<file path="config.mk">
export PLATFORM = sky130hd
export DESIGN_NAME = game_scoreboard_flat
export DESIGN_NICKNAME = d
export VERILOG_FILES = /design/src/rtl/game_scoreboard_if.sv /design/src/rtl/game_scoreboard.sv /design/src/flat_wrapper.sv
export SDC_FILE = /design/constraint.sdc
export NUM_CORES = 1
export LEC_CHECK = 0
export CAP_MARGIN = 40
export CORE_MARGIN = 4
export CORE_UTILIZATION = 50
export CTS_BUF_LIST = sky130_fd_sc_hd__clkbuf_4
export DETAILED_ROUTE_END_ITERATION = 7
export DONT_BUFFER_PORTS = 1
export GPL_ROUTABILITY_DRIVEN = 1
export SETUP_SLACK_MARGIN = 0.1
export SLEW_MARGIN = 20
export SYNTH_ARGS = -nofsm -noshare
export SYNTH_HDL_FRONTEND = slang
export SYNTH_SLANG_ARGS = --single-unit
</file>
<file path="constraint.sdc">
create_clock -name clk -period 4.76 [get_ports clk]
set_input_delay 0.952 -clock clk [delete_from_list [all_inputs] [get_ports clk]]
set_output_delay 0.952 -clock clk [all_outputs]
set_load 0.005 [all_outputs]
</file>
<file path="src/rtl/game_scoreboard_if.sv">
// Bundle between the memory-game FSM / display and the scoreboard.
//   result, new_game         : round verdict and restart request (into scoreboard)
//   score, high_score        : BCD scores, tens in [7:4]
//   lives, level, game_over  : game status
//   seg, an                  : active-low 7-segment cathodes {g..a} and anodes
interface game_scoreboard_if;
  logic [1:0] result;
  logic       new_game;
  logic [7:0] score;
  logic [7:0] high_score;
  logic [1:0] lives;
  logic [2:0] level;
  logic       game_over;
  logic [6:0] seg;
  logic [3:0] an;

  modport master (
    output result, new_game,
    input  score, high_score, lives, level, game_over, seg, an
  );

  modport slave (
    input  result, new_game,
    output score, high_score, lives, level, game_over, seg, an
  );
endinterface

</file>
<file path="src/rtl/game_scoreboard.sv">
// Score / lives / level keeper for the memory game with a multiplexed
// 4-digit 7-segment display.
//   clk   : rising-edge clock
//   reset : asynchronous active-high reset
//   bus   : game_scoreboard_if.slave (round verdicts in, status and display out)
module game_scoreboard #(
  parameter int unsigned LIVES_INIT     = 3,
  parameter int unsigned WINS_PER_LEVEL = 4,
  parameter int unsigned SCAN_DIV       = 16
) (
  input logic              clk,
  input logic              reset,
  game_scoreboard_if.slave bus
);

  localparam int unsigned SCAN_W = $clog2(SCAN_DIV);

  localparam logic [0:0] PLAY = 1'b0;
  localparam logic [0:0] OVER = 1'b1;

  logic [0:0]        state_q, state_d;
  logic [1:0]        result_q;
  logic              armed_q;
  logic [7:0]        score_q, score_d;
  logic [7:0]        high_q, high_d;
  logic [1:0]        lives_q, lives_d;
  logic [2:0]        level_q, level_d;
  logic [3:0]        streak_q, streak_d;
  logic              game_over_q;
  logic [SCAN_W-1:0] scan_q, scan_d;
  logic [1:0]        idx_q, idx_d;
  logic [3:0]        an_q, an_d;
  logic [6:0]        seg_q, seg_d;
  logic [3:0]        digit_c;
  logic              round_ev_c;

  function automatic logic [6:0] hex7(input logic [3:0] v);
    logic [6:0] s;
    case (v)
      4'h0: s = 7'b1000000;
      4'h1: s = 7'b1111001;
      4'h2: s = 7'b0100100;
      4'h3: s = 7'b0110000;
      4'h4: s = 7'b0011001;
      4'h5: s = 7'b0010010;
      4'h6: s = 7'b0000010;
      4'h7: s = 7'b1111000;
      4'h8: s = 7'b0000000;
      4'h9: s = 7'b0010000;
      4'hA: s = 7'b0001000;
      4'hB: s = 7'b0000011;
      4'hC: s = 7'b1000110;
      4'hD: s = 7'b0100001;
      4'hE: s = 7'b0000110;
      default: s = 7'b0001110;
    endcase
    return s;
  endfunction

  // A round event is a 0 -> nonzero transition, and only once a zero has
  // been sampled since reset (armed_q), so a verdict held across reset is ignored.
  assign round_ev_c = armed_q && (result_q == 2'd0) && (bus.result != 2'd0);

  // Game state next-state logic
  always_comb begin
    state_d  = state_q;
    score_d  = score_q;
    high_d   = high_q;
    lives_d  = lives_q;
    level_d  = level_q;
    streak_d = streak_q;
    if (bus.new_game) begin
      state_d  = PLAY;
      score_d  = 8'h00;
      lives_d  = 2'(LIVES_INIT);
      level_d  = 3'd0;
      streak_d = 4'd0;
    end else if (round_ev_c && state_q == PLAY) begin
      case (bus.result)
        2'd2: begin
          if (score_q != 8'h99) begin
            if (score_q[3:0] == 4'd9) score_d = {score_q[7:4] + 4'd1, 4'd0};
            else                      score_d = {score_q[7:4], score_q[3:0] + 4'd1};
          end
          if (32'(streak_q) + 32'd1 >= WINS_PER_LEVEL) begin
            streak_d = 4'd0;
            if (level_q != 3'd7) level_d = level_q + 3'd1;
          end else begin
            streak_d = streak_q + 4'd1;
          end
        end
        2'd1: begin
          streak_d = 4'd0;
          lives_d  = lives_q - 2'd1;
          if (lives_q == 2'd1) begin
            state_d = OVER;
            // Packed BCD orders the same as binary, so a plain compare works.
            if (score_q > high_q) high_d = score_q;
          end
        end
        default: ;
      endcase
    end
  end

  // Display scan and digit selection; an/seg are registered together.
  always_comb begin
    scan_d = scan_q + SCAN_W'(1);
    idx_d  = idx_q;
    if (scan_q == SCAN_W'(SCAN_DIV - 1)) begin
      scan_d = '0;
      idx_d  = idx_q + 2'd1;
    end
    case (idx_d)
      2'd0:    digit_c = (state_q == OVER) ? high_q[3:0] : score_q[3:0];
      2'd1:    digit_c = (state_q == OVER) ? high_q[7:4] : score_q[7:4];
      2'd2:    digit_c = {2'b00, lives_q};
      default: digit_c = {1'b0, level_q};
    endcase
    an_d  = ~(4'b0001 << idx_d);
    seg_d = hex7(digit_c);
  end

  always_ff @(posedge clk or posedge reset) begin
    if (reset) begin
      state_q     <= PLAY;
      result_q    <= 2'd0;
      armed_q     <= 1'b0;
      score_q     <= 8'h00;
      high_q      <= 8'h00;
      lives_q     <= 2'(LIVES_INIT);
      level_q     <= 3'd0;
      streak_q    <= 4'd0;
      game_over_q <= 1'b0;
      scan_q      <= '0;
      idx_q       <= 2'd0;
      an_q        <= 4'b1110;
      seg_q       <= 7'b1000000;
    end else begin
      state_q     <= state_d;
      result_q    <= bus.result;
      if (bus.result == 2'd0) armed_q <= 1'b1;
      score_q     <= score_d;
      high_q      <= high_d;
      lives_q     <= lives_d;
      level_q     <= level_d;
      streak_q    <= streak_d;
      game_over_q <= (state_d == OVER);
      scan_q      <= scan_d;
      idx_q       <= idx_d;
      an_q        <= an_d;
      seg_q       <= seg_d;
    end
  end

  assign bus.score      = score_q;
  assign bus.high_score = high_q;
  assign bus.lives      = lives_q;
  assign bus.level      = level_q;
  assign bus.game_over  = game_over_q;
  assign bus.seg        = seg_q;
  assign bus.an         = an_q;

endmodule

</file>
<file path="src/flat_wrapper.sv">
// flat-port wrapper written by rule: the top's interface ports become plain ports
module game_scoreboard_flat 
#(
  parameter int unsigned LIVES_INIT     = 3,
  parameter int unsigned WINS_PER_LEVEL = 4,
  parameter int unsigned SCAN_DIV       = 16
)
  (clk, reset, bus_result, bus_new_game, bus_score, bus_high_score, bus_lives, bus_level, bus_game_over, bus_seg, bus_an);
  game_scoreboard_if bus_i ();
  input logic clk;
  input logic reset;
  input wire logic [$bits(bus_i.result)-1:0] bus_result;
  input wire logic [$bits(bus_i.new_game)-1:0] bus_new_game;
  output wire logic [$bits(bus_i.score)-1:0] bus_score;
  output wire logic [$bits(bus_i.high_score)-1:0] bus_high_score;
  output wire logic [$bits(bus_i.lives)-1:0] bus_lives;
  output wire logic [$bits(bus_i.level)-1:0] bus_level;
  output wire logic [$bits(bus_i.game_over)-1:0] bus_game_over;
  output wire logic [$bits(bus_i.seg)-1:0] bus_seg;
  output wire logic [$bits(bus_i.an)-1:0] bus_an;
  assign bus_i.result = bus_result;
  assign bus_i.new_game = bus_new_game;
  assign bus_score = bus_i.score;
  assign bus_high_score = bus_i.high_score;
  assign bus_lives = bus_i.lives;
  assign bus_level = bus_i.level;
  assign bus_game_over = bus_i.game_over;
  assign bus_seg = bus_i.seg;
  assign bus_an = bus_i.an;
  game_scoreboard #(.LIVES_INIT(LIVES_INIT), .WINS_PER_LEVEL(WINS_PER_LEVEL), .SCAN_DIV(SCAN_DIV)) u_core (.clk(clk), .reset(reset), .bus(bus_i));
endmodule
</file>
==> results_dict.tcl <==
set metrics [dict create \
    grt.overflow.total 0 \
    crit_required_ns 4.99 \
    coreArea_sq_um 4848 \
    ir_drop_v 0.0001430 \
    pwr-share-comb_pct 4.1 \
    synth_nets 261 \
    postRouteAntennaNets 0 \
    clkTransAtPathRegs_ns 0.14 \
    die_area_sq_um 6367 \
    clock-sinks 46 \
    area_growth_syn_to_layout_pct 5.389 \
    synth_compound_area_share_pct 10.63 \
    synthArstFlopShare_pct 100.0 \
    synth_cell_types 45 \
    period_share_pct 62.78 \
    critPathLaunchType "flip-flop" \
    synth_top_area_share_pct 38.83 \
    fill_cells 422 \
    tightest_slew_ns 0.9245 \
    synth_adder_area_share_pct 11.17 \
    syn-cell-area_sq_um 2577 \
    grt_max_degree 28 \
    core.rowCount 25 \
    clk_latency_ns 0.35 \
    cp.arrival_ns 3.22 \
    cts_resized 0 \
    root_buffer "clkbuf_4" \
    multi_input_area_sq_um 1301 \
    diodes 0 \
    min_period_ns 2.988 \
    hold_violations 0 \
    place.detailed.hpwl_um 3876 \
    slew_headroom_pct 37.39 \
    die_h_um 79.80 \
    p_int_uw 459.1 \
    skew_ns 0.01326 \
    place.gp.congestion 0.8112 \
    synth-seq-cells 46 \
    cts_buffer_depth 2 \
    synth_top_family_by_area "simple AND/OR/NAND/NOR gates" \
    clockPowerShare_pct 30.0 \
    die_w_um 79.80 \
    synth-main-ff-cell "dfrtp_1" \
    final_nets 265 \
    start_util_pct 53.16 \
    grt_pass1_vias 1749 \
    tns_ns 0 \
    syn_area_per_cell_sq_um 11.06 \
    dp.cells 296 \
    synth_simple_gate_area_share_pct 13.40 \
    drc 0 \
    hp-class "input pin to asynchronous set/reset pin" \
    holdBufCountCts 0 \
    grt_pass1_wl_um 8700 \
    routed_wl_um 5103 \
    synth_edf_count 0 \
    drive_gt1_share_pct 15.13 \
    antenna_found_initial 0 \
    io_pins 38 \
    yosys.area.top_type "dfrtp_1" \
    cts_tree "yes" \
    drt_pass1_iterations 4 \
    finalPower_uw 606.0 \
    netSwitchingFraction_pct 24.24 \
    drtIter0Drc 53 \
    rsz0062_at_grt "false" \
    cts_setup_buffers 0 \
    status "finished, final reports clean" \
    routed_via_density 5.623 \
    yosysWarnings 0 \
    seqPwrFrac_pct 66.0 \
    track_usage_pct 17.73 \
    final_cells 305 \
    io_buffers 0 \
    syn_inst 233 \
    yosys-mux-area-fraction_pct 12.23 \
    synth_area_leaders "dfrtp_1 (39%), ha_1 (11%), mux2i_1 (7.0%)" \
    wl_per_cell_um 16.73 \
    vias 1715 \
    cap_viol_max_count 0 \
    max_freq_mhz 334.6 \
    maxSlewViolCount 0 \
    finalSetupViolCount 0 \
    power_density_nw_per_um2 223.1 \
    crit_fanout 6 \
    p_switching_uw 146.9 \
    h-tree-depth 2 \
    endpoint_kind "flip-flop" \
    reg2regPathDepth 11 \
    crit_type "flip-flop to flip-flop" \
    synth_xor_area_share_pct 3.058 \
    cts_buffers 5 \
    p_leak_nw 1.219 \
    seq_area_sq_um 1159 \
    ys_seq_area_share_pct 44.95 \
]
[cell families after synthesis]
kind of cell,count (synthesis)
compound gates,40
xor+xnor,9
fa+ha+maj,23
buf+inv,29
flops,46
mux,28
simple gates,58
[cells in the final DEF, fill, tap and decap left out, types with 3 or more instances in the layout]
cell type,instances
ha_1,23
dfstp_2,6
a21oi_1,10
nand3_1,3
nand2_1,11
dfrtp_1,40
nand2b_1,4
nor2_1,13
xor2_1,3
and2_1,4
clkbuf_4,6
mux2i_1,18
mux2_2,8
o21a_1,4
o22ai_1,5
nand4_1,3
inv_1,22
nor2b_1,3
xnor2_1,6
o21ai_0,10
[metrics by stage]
| step | hold slack [ns] | worst slack (ns) | instance area (sq um) | util [%] |
|---|---|---|---|---|
| after floorplan | 0.4445 | 2.140 | 2577 | - |
| after global placement | 0.4608 | 1.917 | 2630 | 54.25 |
| after detailed placement | 0.4718 | 1.774 | 2655 | 54.76 |
| after CTS | 0.4431 | 1.745 | 2709 | 55.87 |
| after global routing | 0.4549 | 1.403 | 2716 | 56.03 |
| final | 0.4544 | 1.772 | 2716 | 56.03 |
[path summary, 6_finish.rpt]
kind,to,startpoint,slack [ns]
worst max-delay path,u_core.bus.seg[3],u_core.scan_q[0],1.77
worst min-delay path,u_core.bus.level[2],reset,0.45
worst max register to register,u_core.bus.seg[3],u_core.scan_q[0],1.77
worst min register to register,u_core.streak_q[3],u_core.streak_q[3],0.51
max in group asynchronous,u_core.bus.lives[1],reset,3.74
min in group clk,u_core.streak_q[3],u_core.streak_q[3],0.51
[worst max-delay path: stages, from the launching register on]
cell and delay (ns):
dfrtp_1 0.42, ha_1 0.29, nand3_2 0.17, xor2_1 0.42, inv_1 0.22, mux2_2 0.33
mux2i_1 0.29, inv_1 0.16, ha_1 0.32, inv_1 0.04, mux2i_1 0.12, mux2i_1 0.08
[power by group through the flow]
stage,Clock [mW],Combinational [mW],Sequential [mW]
after floorplan,0,0.0200,0.406
after CTS,0.190,0.0257,0.400
after global placement,0,0.0219,0.407
after global routing,0.208,0.0306,0.401
final,0.182,0.0248,0.400
after detailed placement,0,0.0256,0.407
[metal layers]
| metal | part of all wire (%) | vias to the layer above | GRT usage [%] |
|---|---|---|---|
| li1 | - | 820 | - |
| met1 | 46 | 851 | 23.46 |
| met2 | 48 | 38 | 27.88 |
| met3 | 5.5 | 6 | 5.643 |
| met4 | 1.2 | 0 | 5.236 |
| met5 | 0 | - | 0 |
[area by class of cell]
type	instances	share of cell area, %
Clock buffer	5	1.382
Clock inverter	3	0.5988
Inverter	23	3.178
Multi-Input combinational cell	158	47.90
Sequential cell	46	42.65
Tap cell	67	3.086
Timing Repair Buffer	3	1.198
[registers in the layout, summed over array words and instances (netlist names)]
name and count:
u_core.armed_q 1, u_core.idx_q 2, u_core.bus.seg 7, u_core.bus.score 8, u_core.bus.an 4, u_core.bus.high_score 8, u_core.bus.lives 2, u_core.scan_q 4
u_core.result_q 2, u_core.streak_q 4, u_core.state_q 1, u_core.bus.level 3
[cell usage after synthesis, drive strengths merged, types with 3 or more instances]
| cell | count |
|---|---|
| a21oi | 10 |
| nand2b | 4 |
| o22ai | 5 |
| o21a | 4 |
| dfrtp | 40 |
| inv | 23 |
| nor2b | 3 |
| nor2 | 13 |
| o21ai | 10 |
| nand4 | 3 |
| nand2 | 11 |
| ha | 23 |
| xnor2 | 6 |
| mux2 | 8 |
| nand3 | 5 |
| clkbuf | 4 |
| dfstp | 6 |
| mux2i | 18 |
| and2 | 4 |
| xor2 | 3 |
No activity file was read; power rests on OpenSTA's default activity.
